## config.mk

```make
export PLATFORM = sky130hd
export DESIGN_NAME = prime_checker_seq_flat
export DESIGN_NICKNAME = d
export VERILOG_FILES = /design/src/rtl/prime_checker_seq_if.sv /design/src/rtl/prime_checker_seq.sv /design/src/flat_wrapper.sv
export SDC_FILE = /design/constraint.sdc
export NUM_CORES = 1
export LEC_CHECK = 0
export BUFFER_PORTS_ARGS = -buffer_cell sky130_fd_sc_hd__buf_4
export CORE_MARGIN = 2
export CORE_UTILIZATION = 50
export CTS_BUF_LIST = sky130_fd_sc_hd__clkbuf_2
export DETAILED_ROUTE_END_ITERATION = 8
export MAX_ROUTING_LAYER = met4
export PLACE_DENSITY = 0.67
export SYNTH_ARGS = -nofsm -noshare
export SYNTH_HDL_FRONTEND = slang
export SYNTH_SLANG_ARGS = --single-unit
```

## constraint.sdc

```tcl
create_clock -name clk -period 9.1 [get_ports clk]
set_input_delay 1.82 -clock clk [delete_from_list [all_inputs] [get_ports clk]]
set_output_delay 1.82 -clock clk [all_outputs]
set_load 0.05 [all_outputs]
```

## src/rtl/prime_checker_seq_if.sv

```systemverilog
// Handshake bundle for the sequential primality tester.
//   start    : request pulse from the requester
//   number   : WIDTH-bit unsigned operand, captured on the accepted start
//   busy     : checker is working (high in every state except idle)
//   done     : one-cycle pulse, results valid from this cycle on
//   is_prime : 1 when the operand is prime
//   factor   : smallest divisor > 1 when composite, 0 otherwise
// master = requester side, slave = checker side.
interface prime_checker_seq_if #(
  parameter int WIDTH = 9
) ();
  logic             start;
  logic [WIDTH-1:0] number;
  logic             busy;
  logic             done;
  logic             is_prime;
  logic [WIDTH-1:0] factor;

  modport master (output start, number, input busy, done, is_prime, factor);
  modport slave  (input start, number, output busy, done, is_prime, factor);
endinterface

```

## src/rtl/prime_checker_seq.sv

```systemverilog
// Sequential primality tester using odd trial division.
// Each trial divisor d is checked with a bit-serial restoring remainder unit,
// one operand bit per cycle, MSB first. Trials stop at the first divisor
// that leaves remainder 0, or as soon as d*d exceeds the operand.
// Ports:
//   clk : rising-edge clock
//   rst : synchronous, active-high reset (aborts any operation, no done)
//   bus : slave side of prime_checker_seq_if (start/number in,
//         busy/done/is_prime/factor out, all outputs registered)
module prime_checker_seq #(
  parameter int WIDTH = 9
) (
  input  logic               clk,
  input  logic               rst,
  prime_checker_seq_if.slave bus
);

  localparam int CW = (WIDTH > 2) ? $clog2(WIDTH) : 1;
  localparam int PW = 2 * WIDTH + 2;

  typedef enum logic [2:0] {
    S_IDLE,
    S_CLASSIFY,
    S_TEST,
    S_DIV,
    S_EVAL,
    S_DONE
  } state_t;

  state_t           state_q, state_d;
  logic [WIDTH-1:0] n_q, n_d;          // latched operand
  logic [WIDTH:0]   d_q, d_d;          // current odd trial divisor
  logic [WIDTH:0]   rem_q, rem_d;      // running remainder
  logic [WIDTH-1:0] shift_q, shift_d;  // operand bits still to be shifted in
  logic [CW-1:0]    cnt_q, cnt_d;      // division steps left minus one
  logic             is_prime_q, is_prime_d;
  logic [WIDTH-1:0] factor_q, factor_d;

  logic [PW-1:0]    d_wide, n_wide, d_sq;
  logic [WIDTH:0]   rem_shift, rem_sub;

  // d*d at double width never overflows for any reachable divisor.
  assign d_wide    = PW'(d_q);
  assign n_wide    = PW'(n_q);
  assign d_sq      = d_wide * d_wide;
  // One restoring step: bring down the next operand bit, then conditionally subtract.
  assign rem_shift = {rem_q[WIDTH-1:0], shift_q[WIDTH-1]};
  assign rem_sub   = rem_shift - d_q;

  always_comb begin
    // NOTE: every signal gets its hold value first so no path through the
    // case can leave it unassigned, which would infer a latch.
    state_d    = state_q;
    n_d        = n_q;
    d_d        = d_q;
    rem_d      = rem_q;
    shift_d    = shift_q;
    cnt_d      = cnt_q;
    is_prime_d = is_prime_q;
    factor_d   = factor_q;

    unique case (state_q)
      S_IDLE: begin
        if (bus.start) begin
          n_d     = bus.number;
          state_d = S_CLASSIFY;
        end
      end
      S_CLASSIFY: begin
        if (n_q < WIDTH'(2)) begin
          is_prime_d = 1'b0;
          factor_d   = '0;
          state_d    = S_DONE;
        end else if (n_q == WIDTH'(2) || n_q == WIDTH'(3)) begin
          is_prime_d = 1'b1;
          factor_d   = '0;
          state_d    = S_DONE;
        end else if (!n_q[0]) begin
          is_prime_d = 1'b0;
          factor_d   = WIDTH'(2);
          state_d    = S_DONE;
        end else begin
          d_d     = (WIDTH + 1)'(3);
          state_d = S_TEST;
        end
      end
      S_TEST: begin
        if (d_sq > n_wide) begin
          is_prime_d = 1'b1;
          factor_d   = '0;
          state_d    = S_DONE;
        end else begin
          rem_d   = '0;
          shift_d = n_q;
          cnt_d   = CW'(WIDTH - 1);
          state_d = S_DIV;
        end
      end
      S_DIV: begin
        shift_d = shift_q << 1;
        rem_d   = (rem_shift >= d_q) ? rem_sub : rem_shift;
        if (cnt_q == '0) state_d = S_EVAL;
        else             cnt_d   = cnt_q - 1'b1;
      end
      S_EVAL: begin
        if (rem_q == '0) begin
          is_prime_d = 1'b0;
          factor_d   = d_q[WIDTH-1:0];
          state_d    = S_DONE;
        end else begin
          d_d     = d_q + (WIDTH + 1)'(2);
          state_d = S_TEST;
        end
      end
      S_DONE:  state_d = S_IDLE;
      default: state_d = S_IDLE;
    endcase
  end

  // NOTE: state is updated with non-blocking assignments so every flop
  // samples the pre-edge values of the others, independent of process order.
  always_ff @(posedge clk) begin
    // NOTE: reset is synchronous and clears every register, datapath
    // included, so an aborted operation leaves nothing stale behind.
    if (rst) begin
      state_q    <= S_IDLE;
      n_q        <= '0;
      d_q        <= '0;
      rem_q      <= '0;
      shift_q    <= '0;
      cnt_q      <= '0;
      is_prime_q <= 1'b0;
      factor_q   <= '0;
    end else begin
      state_q    <= state_d;
      n_q        <= n_d;
      d_q        <= d_d;
      rem_q      <= rem_d;
      shift_q    <= shift_d;
      cnt_q      <= cnt_d;
      is_prime_q <= is_prime_d;
      factor_q   <= factor_d;
    end
  end

  // Outputs decode registered state only; no input reaches them combinationally.
  assign bus.busy     = (state_q != S_IDLE);
  assign bus.done     = (state_q == S_DONE);
  assign bus.is_prime = is_prime_q;
  assign bus.factor   = factor_q;

endmodule

```

## src/flat_wrapper.sv

```systemverilog
// flat-port wrapper written by rule: the top's interface ports become plain ports
module prime_checker_seq_flat 
#(
  parameter int WIDTH = 9
)
  (clk, rst, bus_start, bus_number, bus_busy, bus_done, bus_is_prime, bus_factor);
  prime_checker_seq_if #(.WIDTH(WIDTH)) bus_i ();
  input  logic clk;
  input  logic rst;
  input wire logic [$bits(bus_i.start)-1:0] bus_start;
  input wire logic [$bits(bus_i.number)-1:0] bus_number;
  output wire logic [$bits(bus_i.busy)-1:0] bus_busy;
  output wire logic [$bits(bus_i.done)-1:0] bus_done;
  output wire logic [$bits(bus_i.is_prime)-1:0] bus_is_prime;
  output wire logic [$bits(bus_i.factor)-1:0] bus_factor;
  assign bus_i.start = bus_start;
  assign bus_i.number = bus_number;
  assign bus_busy = bus_i.busy;
  assign bus_done = bus_i.done;
  assign bus_is_prime = bus_i.is_prime;
  assign bus_factor = bus_i.factor;
  prime_checker_seq #(.WIDTH(WIDTH)) u_core (.clk(clk), .rst(rst), .bus(bus_i));
endmodule
```

==> results of run 1 <==
power groups by stage:
stage	Combinational [mW]	Clock [mW]	Sequential, mW
global placement	0.112	0	0.264
CTS	0.116	0.103	0.260
finish	0.115	0.100	0.260
detailed placement	0.115	0	0.264
global route	0.128	0.113	0.262
floorplan	0.0868	0	0.266
final timing paths:
check	startpoint	endpoint	depth (start not counted)	slack, ps
min	u_core.n_q[3]$_SDFFE_PP0P_	u_core.n_q[3]$_SDFFE_PP0P_	2	490
min reg2reg	u_core.n_q[3]$_SDFFE_PP0P_	u_core.n_q[3]$_SDFFE_PP0P_	2	490
max	u_core.d_q[1]$_SDFFE_PP0P_	u_core.bus.factor[1]$_SDFFE_PP0P_	23	1700
max reg2reg	u_core.d_q[1]$_SDFFE_PP0P_	u_core.bus.factor[1]$_SDFFE_PP0P_	23	1700
cells in the mapped netlist, types with 3 or more instances:
library cell / instances / area, um2
inv_1: 98 / 368
nand2_1: 79 / 297
ha_1: 71 / 888
nor2_1: 66 / 248
dfxtp_1: 55 / 1100
fa_1: 48 / 961
a21oi_1: 45 / 225
clkbuf_1: 25 / 93.8
o211ai_1: 22 / 165
o21ai_0: 20 / 100
xnor2_1: 20 / 175
nor3_1: 14 / 70.1
a21o_1: 9 / 67.6
a32o_1: 9 / 90.1
nand3_1: 9 / 45.0
nor2b_1: 9 / 56.3
a211oi_1: 7 / 52.6
and3_1: 7 / 43.8
mux2_2: 7 / 78.8
o31a_1: 7 / 61.3
and2_1: 6 / 37.5
buf_2: 6 / 30.0
nand2b_1: 6 / 37.5
o21a_1: 6 / 45.0
xor2_1: 6 / 52.6
a31oi_1: 5 / 31.3
or3_1: 5 / 31.3
a21oi_2: 4 / 35.0
clkinv_1: 4 / 15.0
mux2i_1: 4 / 40.0
nand4_1: 4 / 25.0
nor4_1: 4 / 25.0
o21ai_1: 4 / 20.0
a311oi_1: 3 / 26.3
or2_2: 3 / 18.8
metrics by stage:
stage	hold slack (ps)	std cells	instance area [um2]	power [mW]	util (%)
after floorplan	449	740	6080	0.353	-
after global placement	460	878	6300	0.377	52.7
after detailed placement	462	878	6300	0.380	52.7
after CTS	490	885	6340	0.479	53.0
after global routing	515	886	6340	0.504	53.0
final	493	886	6340	0.475	53.0
critical path, stage by stage, from the launching register on:
cell and delay, ps:
dfxtp_1 670, inv_1 240, nor2_1 280, fa_1 490, fa_1 480, ha_1 340, fa_1 550, inv_1 60
fa_1 540, inv_1 50, ha_1 360, a21oi_1 260, o21ai_0 150, xor2_1 160, ha_1 290, and3_1 210
a221oi_1 270, a2bb2oi_1 100, nor4b_1 260, o211ai_1 130, or4_1 480, buf_4 250, a21boi_4 360, mux2_1 360
layer usage:
| metal | vias to the layer above | global-route usage, % | share of wire (%) |
|---|---|---|---|
| met4 | 0 | 5.53 | 1.3 |
| met2 | 129 | 38.8 | 48 |
| li1 | 2537 | - | - |
| met5 | - | - | 0 |
| met1 | 2455 | 34.1 | 46 |
| met3 | 15 | 2.59 | 4.4 |
flip-flops by register name, summed over array words and instances, names as in the netlist:
signal	count
u_core.shift_q	9
u_core.cnt_q	4
u_core.state_q	3
u_core.rem_q	10
u_core.n_q	9
u_core.bus.is_prime	1
u_core.bus.factor	9
u_core.d_q	10
cells by family after synthesis:
| group | after synthesis | share of synthesized area [%] |
|---|---|---|
| buffers and inverters | 135 | 8.65 |
| AO/OA/AOI/OAI | 170 | 20.1 |
| multiplexers | 12 | 2.14 |
| flip-flops | 55 | 18.1 |
| adder cells (fa/ha/maj) | 119 | 30.4 |
| XOR/XNOR | 26 | 3.75 |
| AND/OR/NAND/NOR | 223 | 16.9 |
area by class of cell:
class                      count  area (um2)
inverter                     102         383
clock buffer                   5        25.0
tap                          147         184
antenna                        1        2.50
clock inverter                 2        16.3
sequential                    55        1100
multi-input combinational    550        4450
fill                        1115        5620
timing repair buffer          24         180
==> results by group, run 1 <==
Clock network
  – CTS Buf Count: 5
  – Cts repair resizes: 0
  – TritonCTS clock tree: yes
  – Clock Tree Root: clkbuf_2
  – H-tree depth: 2
  – Worst-skew pair later-pin latency: 480 ps
  – Clock Sinks: 55
  – Worst-path clk slew: 300 ps
  – Post-CTS Setup Bufs: 0
  – CTS Buffer Depth: 2
  – # hold bufs at CTS: 0

Placed design
  – Input/output buffers: 23
  – GPL Wtd Cong: 0.935
  – HPWL Detailed: 11600 um
  – Dpl ws: 1640 ps

Layout
  – Post-layout nets: 869
  – Area growth syn-to-layout: 4.36%
  – Commonest non-fill, non-tap cells in the layout: inv_1, nand2_1, ha_1
  – Commonest non-fill, non-tap cell in the layout: inv_1
  – Layout cells sized above 1: 6.91%

Critical path
  – CP max FO: 31
  – Critical path arrival: 7820 ps
  – Element type at the critical path start: flop
  – Crit. End Element: flop
  – Kind of critical path: reg -> reg
  – Critical path data required time: 9520 ps

Power and ir drop
  – Pleak: 2.97 nW
  – Internal cell power: 308 uW
  – VDD IR max: 0.0000484 V
  – Switching power: 167 uW
  – Reg power frac: 54.8%
  – Sw frac: 35.2%
  – PwrDens: 75.0 nW/um2
  – Clk pwr share: 21.0%
  – Comb power frac: 24.2%

STA
  – Normalized max-slew margin: 31.6%
  – Setup TNS: 0 ps
  – Final Hold Viols: 0
  – Max frequency: 135 MHz
  – Slew at the pin with the worst max-slew slack: 1020 ps
  – RSZ-0062 raised after global routing: false
  – Clk_skew: 32.8 ps
  – Period utilisation layout: 81.3%
  – Fin worst setup slack: 1700 ps
  – Max-slew violations: 0
  – Setup violations, final: 0
  – Tmin final: 7400 ps

Floorplan
  – Total core area: 12000 um2
  – FP Rows: 40
  – Chip Height: 114 um
  – IO Count: 24
  – Die span in x: 114 um
  – Die area: 13100 um2
  – Starting Density: 50.8%

Synth
  – Synth unique cells: 68
  – FFs w/ async S/R, synth: 0%
  – Gate count of the mapped netlist: 740
  – Mapped Area: 6080 um2
  – Ys flop type: dfxtp_1
  – Syn avg cell area: 8.21 um2
  – Post-synthesis sequential area ratio: 18.1%
  – Post-synth EDFFs: 0
  – Post-Syn Nets: 871
  – Ys Warns: 0
  – Flops & latches, synth: 55

Detailed routing
  – Routed Antenna Nets: 0
  – DRT iter0 DRCs: 401
  – Residual DRC: 0
  – Vias per inst: 5.80
  – Total Routed Length: 14400 um
  – Vias: 5136
  – Detailed Routing Iterations Pass 1: 5
  – WL/cell: 16.2 um

Global routing
  – Congestion Overflow GR: 0
  – Vias in the first global route: 5146
  – Pin count of the biggest net entering global routing: 43
  – First-pass GRT wire length: 25200 um
  – Total track usage: 24.5%
  – Initial antenna violation count: 1

Min path
  – Hold Crit Class: reg -> reg

Status
  – Status: finished, final reports clean

Run
  – Max Cap Viol: 0
No activity file was read; power rests on OpenSTA's default activity.
==> inputs of run 2 (changes only) <==
--- a/config.mk
+++ b/config.mk
@@ -5,13 +5,14 @@
 export SDC_FILE = /design/constraint.sdc
 export NUM_CORES = 1
 export LEC_CHECK = 0
+export ABC_AREA = 1
 export BUFFER_PORTS_ARGS = -buffer_cell sky130_fd_sc_hd__buf_4
 export CORE_MARGIN = 2
 export CORE_UTILIZATION = 50
 export CTS_BUF_LIST = sky130_fd_sc_hd__clkbuf_2
 export DETAILED_ROUTE_END_ITERATION = 8
 export MAX_ROUTING_LAYER = met4
-export PLACE_DENSITY = 0.67
+export PLACE_DENSITY = 0.69
 export SYNTH_ARGS = -nofsm -noshare
 export SYNTH_HDL_FRONTEND = slang
 export SYNTH_SLANG_ARGS = --single-unit
==> constraint.sdc (replaced) <==
create_clock -name clk -period 6.4 [get_ports clk]
set_input_delay 1.28 -clock clk [delete_from_list [all_inputs] [get_ports clk]]
set_output_delay 1.28 -clock clk [all_outputs]
set_load 0.05 [all_outputs]
==> run 2 against run 1 <==
Fmax is 24% higher; sequential power is 60% higher; via count is 7.9% higher; sequential cell count stayed put; total power is 110% higher; wire length is 0.29% lower; combinational power grew to 3.6 times the previous value; utilization is 1.9 points higher; clock power is 43% higher; final cell count is 22% higher; die area is 3.0% higher; largest cell class unchanged; highest routed layer unchanged.
==> results by group, run 2 <==
Power and ir drop
  – Internal cell power: 545 uW
  – Pleak: 3.76 nW
  – Comb power frac: 42.9%
  – Reg power frac: 42.5%
  – PwrDens: 147 nW/um2
  – VDD IR max: 0.000120 V
  – Clk pwr share: 14.6%
  – Sw frac: 44.2%
  – Switching power: 433 uW

Min path
  – HP Start: u_core.shift_q[4]$_SDFFE_PP0P_
  – Hold Crit Class: reg -> reg

Synth
  – Gate count of the mapped netlist: 898
  – Post-synthesis sequential area ratio: 17.6%
  – Synth unique cells: 41
  – Mapped Area: 6270 um2
  – FFs w/ async S/R, synth: 0%
  – Syn avg cell area: 6.98 um2
  – Post-Syn Nets: 1029
  – Synth area leader: dfxtp_1
  – Ys flop type: dfxtp_1
  – Ys Warns: 0
  – Top cell type's share of synthesized area: 17.6%
  – Top post-synthesis cells by area: dfxtp_1, fa_1, ha_1
  – Flops & latches, synth: 55
  – Post-synth EDFFs: 0
  – Most frequent cells after synthesis: nand2_1, inv_1, nor2_1
  – Most numerous cell in the Yosys netlist: nand2_1

STA
  – Setup violations, final: 0
  – Tmin final: 5970 ps
  – Setup TNS: 0 ps
  – Clk_skew: 33.0 ps
  – Max frequency: 167 MHz
  – Max-slew violations: 0
  – Final Hold Viols: 0
  – Slew at the pin with the worst max-slew slack: 997 ps
  – Normalized max-slew margin: 33.2%
  – RSZ-0062 raised after global routing: false
  – Period utilisation layout: 93.3%

Global routing
  – Initial antenna violation count: 1
  – Vias in the first global route: 5246
  – Congestion Overflow GR: 0
  – Total track usage: 23.1%
  – Pin count of the biggest net entering global routing: 29
  – First-pass GRT wire length: 24200 um

Critical path
  – CP max FO: 14
  – Critical path arrival: 6360 ps
  – Critical path's slowest cell: dfxtp_1
  – Worst path max stage delay: 540 ps
  – Critical path data required time: 6790 ps
  – Critical path launch point: u_core.d_q[0]$_SDFFE_PP0P_
  – Worst path most repeated cell: nand2_1
  – Crit. End Element: flop
  – Element type at the critical path start: flop
  – Reg2reg start: u_core.d_q[0]$_SDFFE_PP0P_
  – Kind of critical path: reg -> reg

Clock network
  – H-tree depth: 2
  – # hold bufs at CTS: 0
  – Cts repair resizes: 0
  – Worst-path clk slew: 300 ps
  – Clock Tree Root: clkbuf_2
  – Worst-skew pair later-pin latency: 500 ps
  – TritonCTS clock tree: yes
  – CTS Buffer Depth: 2
  – Post-CTS Setup Bufs: 0
  – CTS Buf Count: 5
  – Clock Sinks: 55

Floorplan
  – Starting Density: 51.7%
  – Chip Height: 116 um
  – FP Rows: 40
  – Die area: 13400 um2
  – Die span in x: 116 um
  – Total core area: 12100 um2
  – IO Count: 24

Layout
  – Post-layout nets: 1044
  – Commonest non-fill, non-tap cell in the layout: nand2_1
  – Fin cells: 1083
  – Layout cells sized above 1: 8.32%
  – Fillers: 1216
  – Largest regs: u_core.d_q (10), u_core.rem_q (10)
  – Area growth syn-to-layout: 6.19%
  – Commonest non-fill, non-tap cells in the layout: nand2_1, inv_1, nor2_1

Detailed routing
  – Routed Antenna Nets: 0
  – Detailed Routing Iterations Pass 1: 5
  – Vias per inst: 5.12
  – DRT iter0 DRCs: 327
  – Total Routed Length: 14300 um
  – WL/cell: 13.2 um
  – Vias: 5543
  – Residual DRC: 0

Run
  – Max Cap Viol: 0

Status
  – Status: finished, final reports clean

Placed design
  – Cell count after placement: 1074
  – Input/output buffers: 23
  – GPL Wtd Cong: 0.925
  – HPWL Detailed: 11700 um
[run 2: cell types whose count changed in the layout (fill, tap and decap cells not counted), moves of 9 or more]
cell and delta:
a21oi_1 +30, a32o_1 -9, buf_4 +9, inv_1 +79
nand2_1 +105, nand3_1 +33, nor2_1 +12, nor2b_1 -9
o211ai_1 -17, o21ai_0 +17, xnor2_1 -12
[run 2: cells by family (layout without fill, tap and decap cells)]
logic type                 Yosys count  after routing  share of synthesized area [%]
DFF                                 55             55                           17.6
other                                0              1                              0
adders and majority gates          119            119                           29.5
AOI/OAI and AO/OA                  138            138                           12.0
and+or+nand+nor                    360            360                           25.5
buffers and inverters              206            222                           12.6
xor gates and xnor gates            20             20                           2.80
[run 2: layout make-up]
| class | instances | area, um2 | area share (%) |
|---|---|---|---|
| Clock inverter | 3 | 15.0 | 0.226 |
| Sequential cell | 55 | 1100 | 16.5 |
| Clock buffer | 5 | 25.0 | 0.376 |
| Tap cell | 168 | 210 | 3.16 |
| Antenna cell | 1 | 2.50 | 0.0376 |
| Inverter | 181 | 679 | 10.2 |
| Multi-Input combinational cell | 637 | 4370 | 65.7 |
| Timing Repair Buffer | 33 | 248 | 3.72 |
[run 2: layer usage]
layer,share of wire [%],track usage [%],vias up,wire length (um)
met3,2.8,1.88,19,405
li1,-,-,2848,-
met2,49,38.6,103,6970
met1,47,30.2,2573,6700
met5,0,-,-,0
met4,1.7,6.27,0,248
[run 2: path summary, 6_finish.rpt]
kind,to,slack (ps),cells past startpoint
setup / recovery,u_core.shift_q[8]$_SDFFE_PP0P_,430,29
hold / removal,u_core.shift_q[4]$_SDFFE_PP0P_,470,2
setup reg to reg,u_core.shift_q[8]$_SDFFE_PP0P_,430,29
hold reg to reg,u_core.shift_q[4]$_SDFFE_PP0P_,470,2
[run 2: worst max-delay path, delay by kind of cell (launching register included)]
family          cells  cell delay [ps]
fa+ha+maj           7             2600
simple gates       13             1400
buf+inv             5              740
flops               1              540
compound gates      3              400
xor+xnor            1              180
[run 2: metrics by stage]
stage | util (%) | hold slack [ps] | setup WS, ps | area [um2] | power (mW)
6_report | 54.9 | 473 | 426 | 6660 | 0.978
5_1_grt | 54.9 | 499 | 45.6 | 6660 | 1.04
4_1_cts | 54.9 | 474 | 434 | 6650 | 0.977
3_5_place_dp | 54.6 | 446 | 497 | 6610 | 0.842
3_3_place_gp | 54.6 | 443 | 584 | 6610 | 0.838
2_1_floorplan | - | 429 | 747 | 6270 | 0.736
[run 2: power by group through the flow]
stage          clock network (mW)  logic, mW  registers [mW]
3_5_place_dp                    0      0.419           0.423
3_3_place_gp                    0      0.416           0.421
4_1_cts                     0.141      0.420           0.416
5_1_grt                     0.151      0.466           0.422
6_report                    0.143      0.419           0.416
2_1_floorplan                   0      0.238           0.499
==> inputs of run 3 (changes only) <==
--- a/config.mk
+++ b/config.mk
@@ -7,12 +7,14 @@
 export LEC_CHECK = 0
 export ABC_AREA = 1
 export BUFFER_PORTS_ARGS = -buffer_cell sky130_fd_sc_hd__buf_4
+export CELL_PAD_IN_SITES_DETAIL_PLACEMENT = 0
+export CELL_PAD_IN_SITES_GLOBAL_PLACEMENT = 2
 export CORE_MARGIN = 2
-export CORE_UTILIZATION = 50
+export CORE_UTILIZATION = 34
 export CTS_BUF_LIST = sky130_fd_sc_hd__clkbuf_2
 export DETAILED_ROUTE_END_ITERATION = 8
 export MAX_ROUTING_LAYER = met4
-export PLACE_DENSITY = 0.69
+export PLACE_DENSITY_LB_ADDON = 0.1
 export SYNTH_ARGS = -nofsm -noshare
 export SYNTH_HDL_FRONTEND = slang
 export SYNTH_SLANG_ARGS = --single-unit
==> run 3 against run 2 <==
Count of clock-buffer cells in the layout unchanged; utilization down 17 points; sequential cell count unchanged; critical endpoint is now u_core.shift_q[3]$_SDFFE_PP0P_; clock power up 36%; first-iteration DRC count down 12%; clock skew up 6.6 ps; global-route usage down 5.2 points; largest cell class unchanged; die area up 45%; sequential power about the same; via count up 0.81%; register-to-register slack better by 80 ps.
==> results by group, run 3 (same netlist as run 2, synthesis figures left out) <==
Status
  – Status: finished, final reports clean

Clock network
  – Clock Tree Root: clkbuf_2
  – Worst-path clk slew: 340 ps
  – TritonCTS clock tree: yes
  – # hold bufs at CTS: 0
  – H-tree depth: 2
  – Worst-skew pair later-pin latency: 510 ps
  – CTS Buffer Depth: 2
  – CTS Buf Count: 5
  – Clock Sinks: 55

STA
  – RSZ-0062 raised after global routing: false
  – Slew at the pin with the worst max-slew slack: 978 ps
  – Setup TNS: 0 ps
  – Tmin final: 5900 ps
  – Normalized max-slew margin: 34.4%
  – Final Hold Viols: 0
  – Period utilisation layout: 92.1%
  – Worst hold slack: 474 ps
  – Max-slew violations: 0
  – Clk_skew: 39.6 ps
  – Max frequency: 170 MHz
  – Setup violations, final: 0

Placed design
  – HPWL Detailed: 13900 um
  – Cell count after placement: 1135
  – GPL Wtd Cong: 0.878
  – Input/output buffers: 23

Detailed routing
  – Vias per inst: 4.88
  – Total Routed Length: 16600 um
  – Detailed Routing Iterations Pass 1: 4
  – Routed Antenna Nets: 0
  – WL/cell: 14.4 um
  – Residual DRC: 0
  – DRT iter0 DRCs: 289
  – Vias: 5588

Layout
  – Fillers: 1998
  – Commonest non-fill, non-tap cell in the layout: nand2_1
  – Area growth syn-to-layout: 8.25%
  – Footprint of the multi-input gates: 4370 um2
  – Fin cells: 1146
  – Commonest non-fill, non-tap cells in the layout: nand2_1, inv_1, nor2_1
  – Post-layout nets: 1046
  – Layout cells sized above 1: 9.06%
  – Largest regs: u_core.d_q (10), u_core.rem_q (10)
  – Seq. cell area: 1110 um2

Power and ir drop
  – Pleak: 3.79 nW
  – PwrDens: 153 nW/um2
  – VDD IR max: 0.000131 V

Global routing
  – First-pass GRT wire length: 27700 um
  – Congestion Overflow GR: 0
  – Total track usage: 17.9%
  – Vias in the first global route: 5508
  – Initial antenna violation count: 1
  – Pin count of the biggest net entering global routing: 29

Critical path
  – Critical path data required time: 6870 ps
  – Crit. End Element: flop
  – CP max FO: 26
  – Element type at the critical path start: flop
  – Worst path max stage delay: 540 ps
  – Critical path arrival: 6360 ps
  – Worst path most repeated cell: nand2_1
  – Kind of critical path: reg -> reg
  – Critical path's slowest cell: fa_1

Floorplan
  – Die span in x: 140 um
  – FP Rows: 49
  – Total core area: 18000 um2
  – Die area: 19500 um2
  – Chip Height: 140 um
  – IO Count: 24
  – Starting Density: 34.8%

Run
  – Max Cap Viol: 0

Min path
  – Hold Crit Class: reg -> reg
[run 3: changes by cell type in the layout (fill, tap and decap cells not counted)]
cell / delta
inv_6: +1
buf_4: +2
bufinv_16: +1
dfxtp_4: +2
dfxtp_1: -4
clkinvlp_4: -1
dfxtp_2: +2
clkinv_1: -1
[run 3: critical path: cells and delay by family, from the launching register on]
family                     cells  cell delay [ps]
adders and majority gates      7             2920
and+or+nand+nor               13             1280
buffers and inverters          5              540
DFF                            1              480
AOI/OAI and AO/OA              3              460
xor gates and xnor gates       1              190
[run 3: path summary, 6_finish.rpt]
path	end	startpoint	cells after the start	slack (ps)
hold reg to reg	u_core.shift_q[1]$_SDFFE_PP0P_	u_core.shift_q[1]$_SDFFE_PP0P_	2	470
setup reg to reg	u_core.shift_q[3]$_SDFFE_PP0P_	u_core.d_q[4]$_SDFFE_PP0P_	29	500
hold / removal	u_core.shift_q[1]$_SDFFE_PP0P_	u_core.shift_q[1]$_SDFFE_PP0P_	2	470
setup / recovery	u_core.shift_q[3]$_SDFFE_PP0P_	u_core.d_q[4]$_SDFFE_PP0P_	29	500
[run 3: power breakdown]
group,switching [mW],total [mW],internal (mW)
clock,0.128,0.194,0.0663
sequential,0.0288,0.418,0.389
combinational,0.290,0.423,0.134
[run 3: layer usage]
layer  vias up  part of all wire [%]  routed length, um  GRT usage, %
met4         0                   1.1                180          3.32
met3        11                   2.5                407          1.34
met2        65                    51               8420          31.5
met5         -                     0                  0             -
li1       2851                     -                  -             -
met1      2661                    46               7550          22.8
[run 3: repair_timing]
item                       CTS  global route
gates resized for setup      0             6
setup endpoints to repair    0            15
buffers inserted             0             2
[run 3: metrics by stage]
step	worst slack (ps)	area, um2	power [mW]	utilization, %
after floorplan	747	6270	0.736	-
after global placement	599	6690	0.846	37.1
after detailed placement	442	6690	0.851	37.1
after CTS	329	6760	1.05	37.5
after global routing	0.607	6780	1.11	37.6
final	504	6780	1.04	37.6
[run 3: area by class of cell]
cell class	instances	area share (%)
diodes	1	0.0369
clock buffers	5	0.369
clock inverters	3	0.627
inverters	181	10.0
multi-input cells	637	64.5
flip-flops and latches	55	16.4
well taps	229	4.22
repair buffers	35	3.87
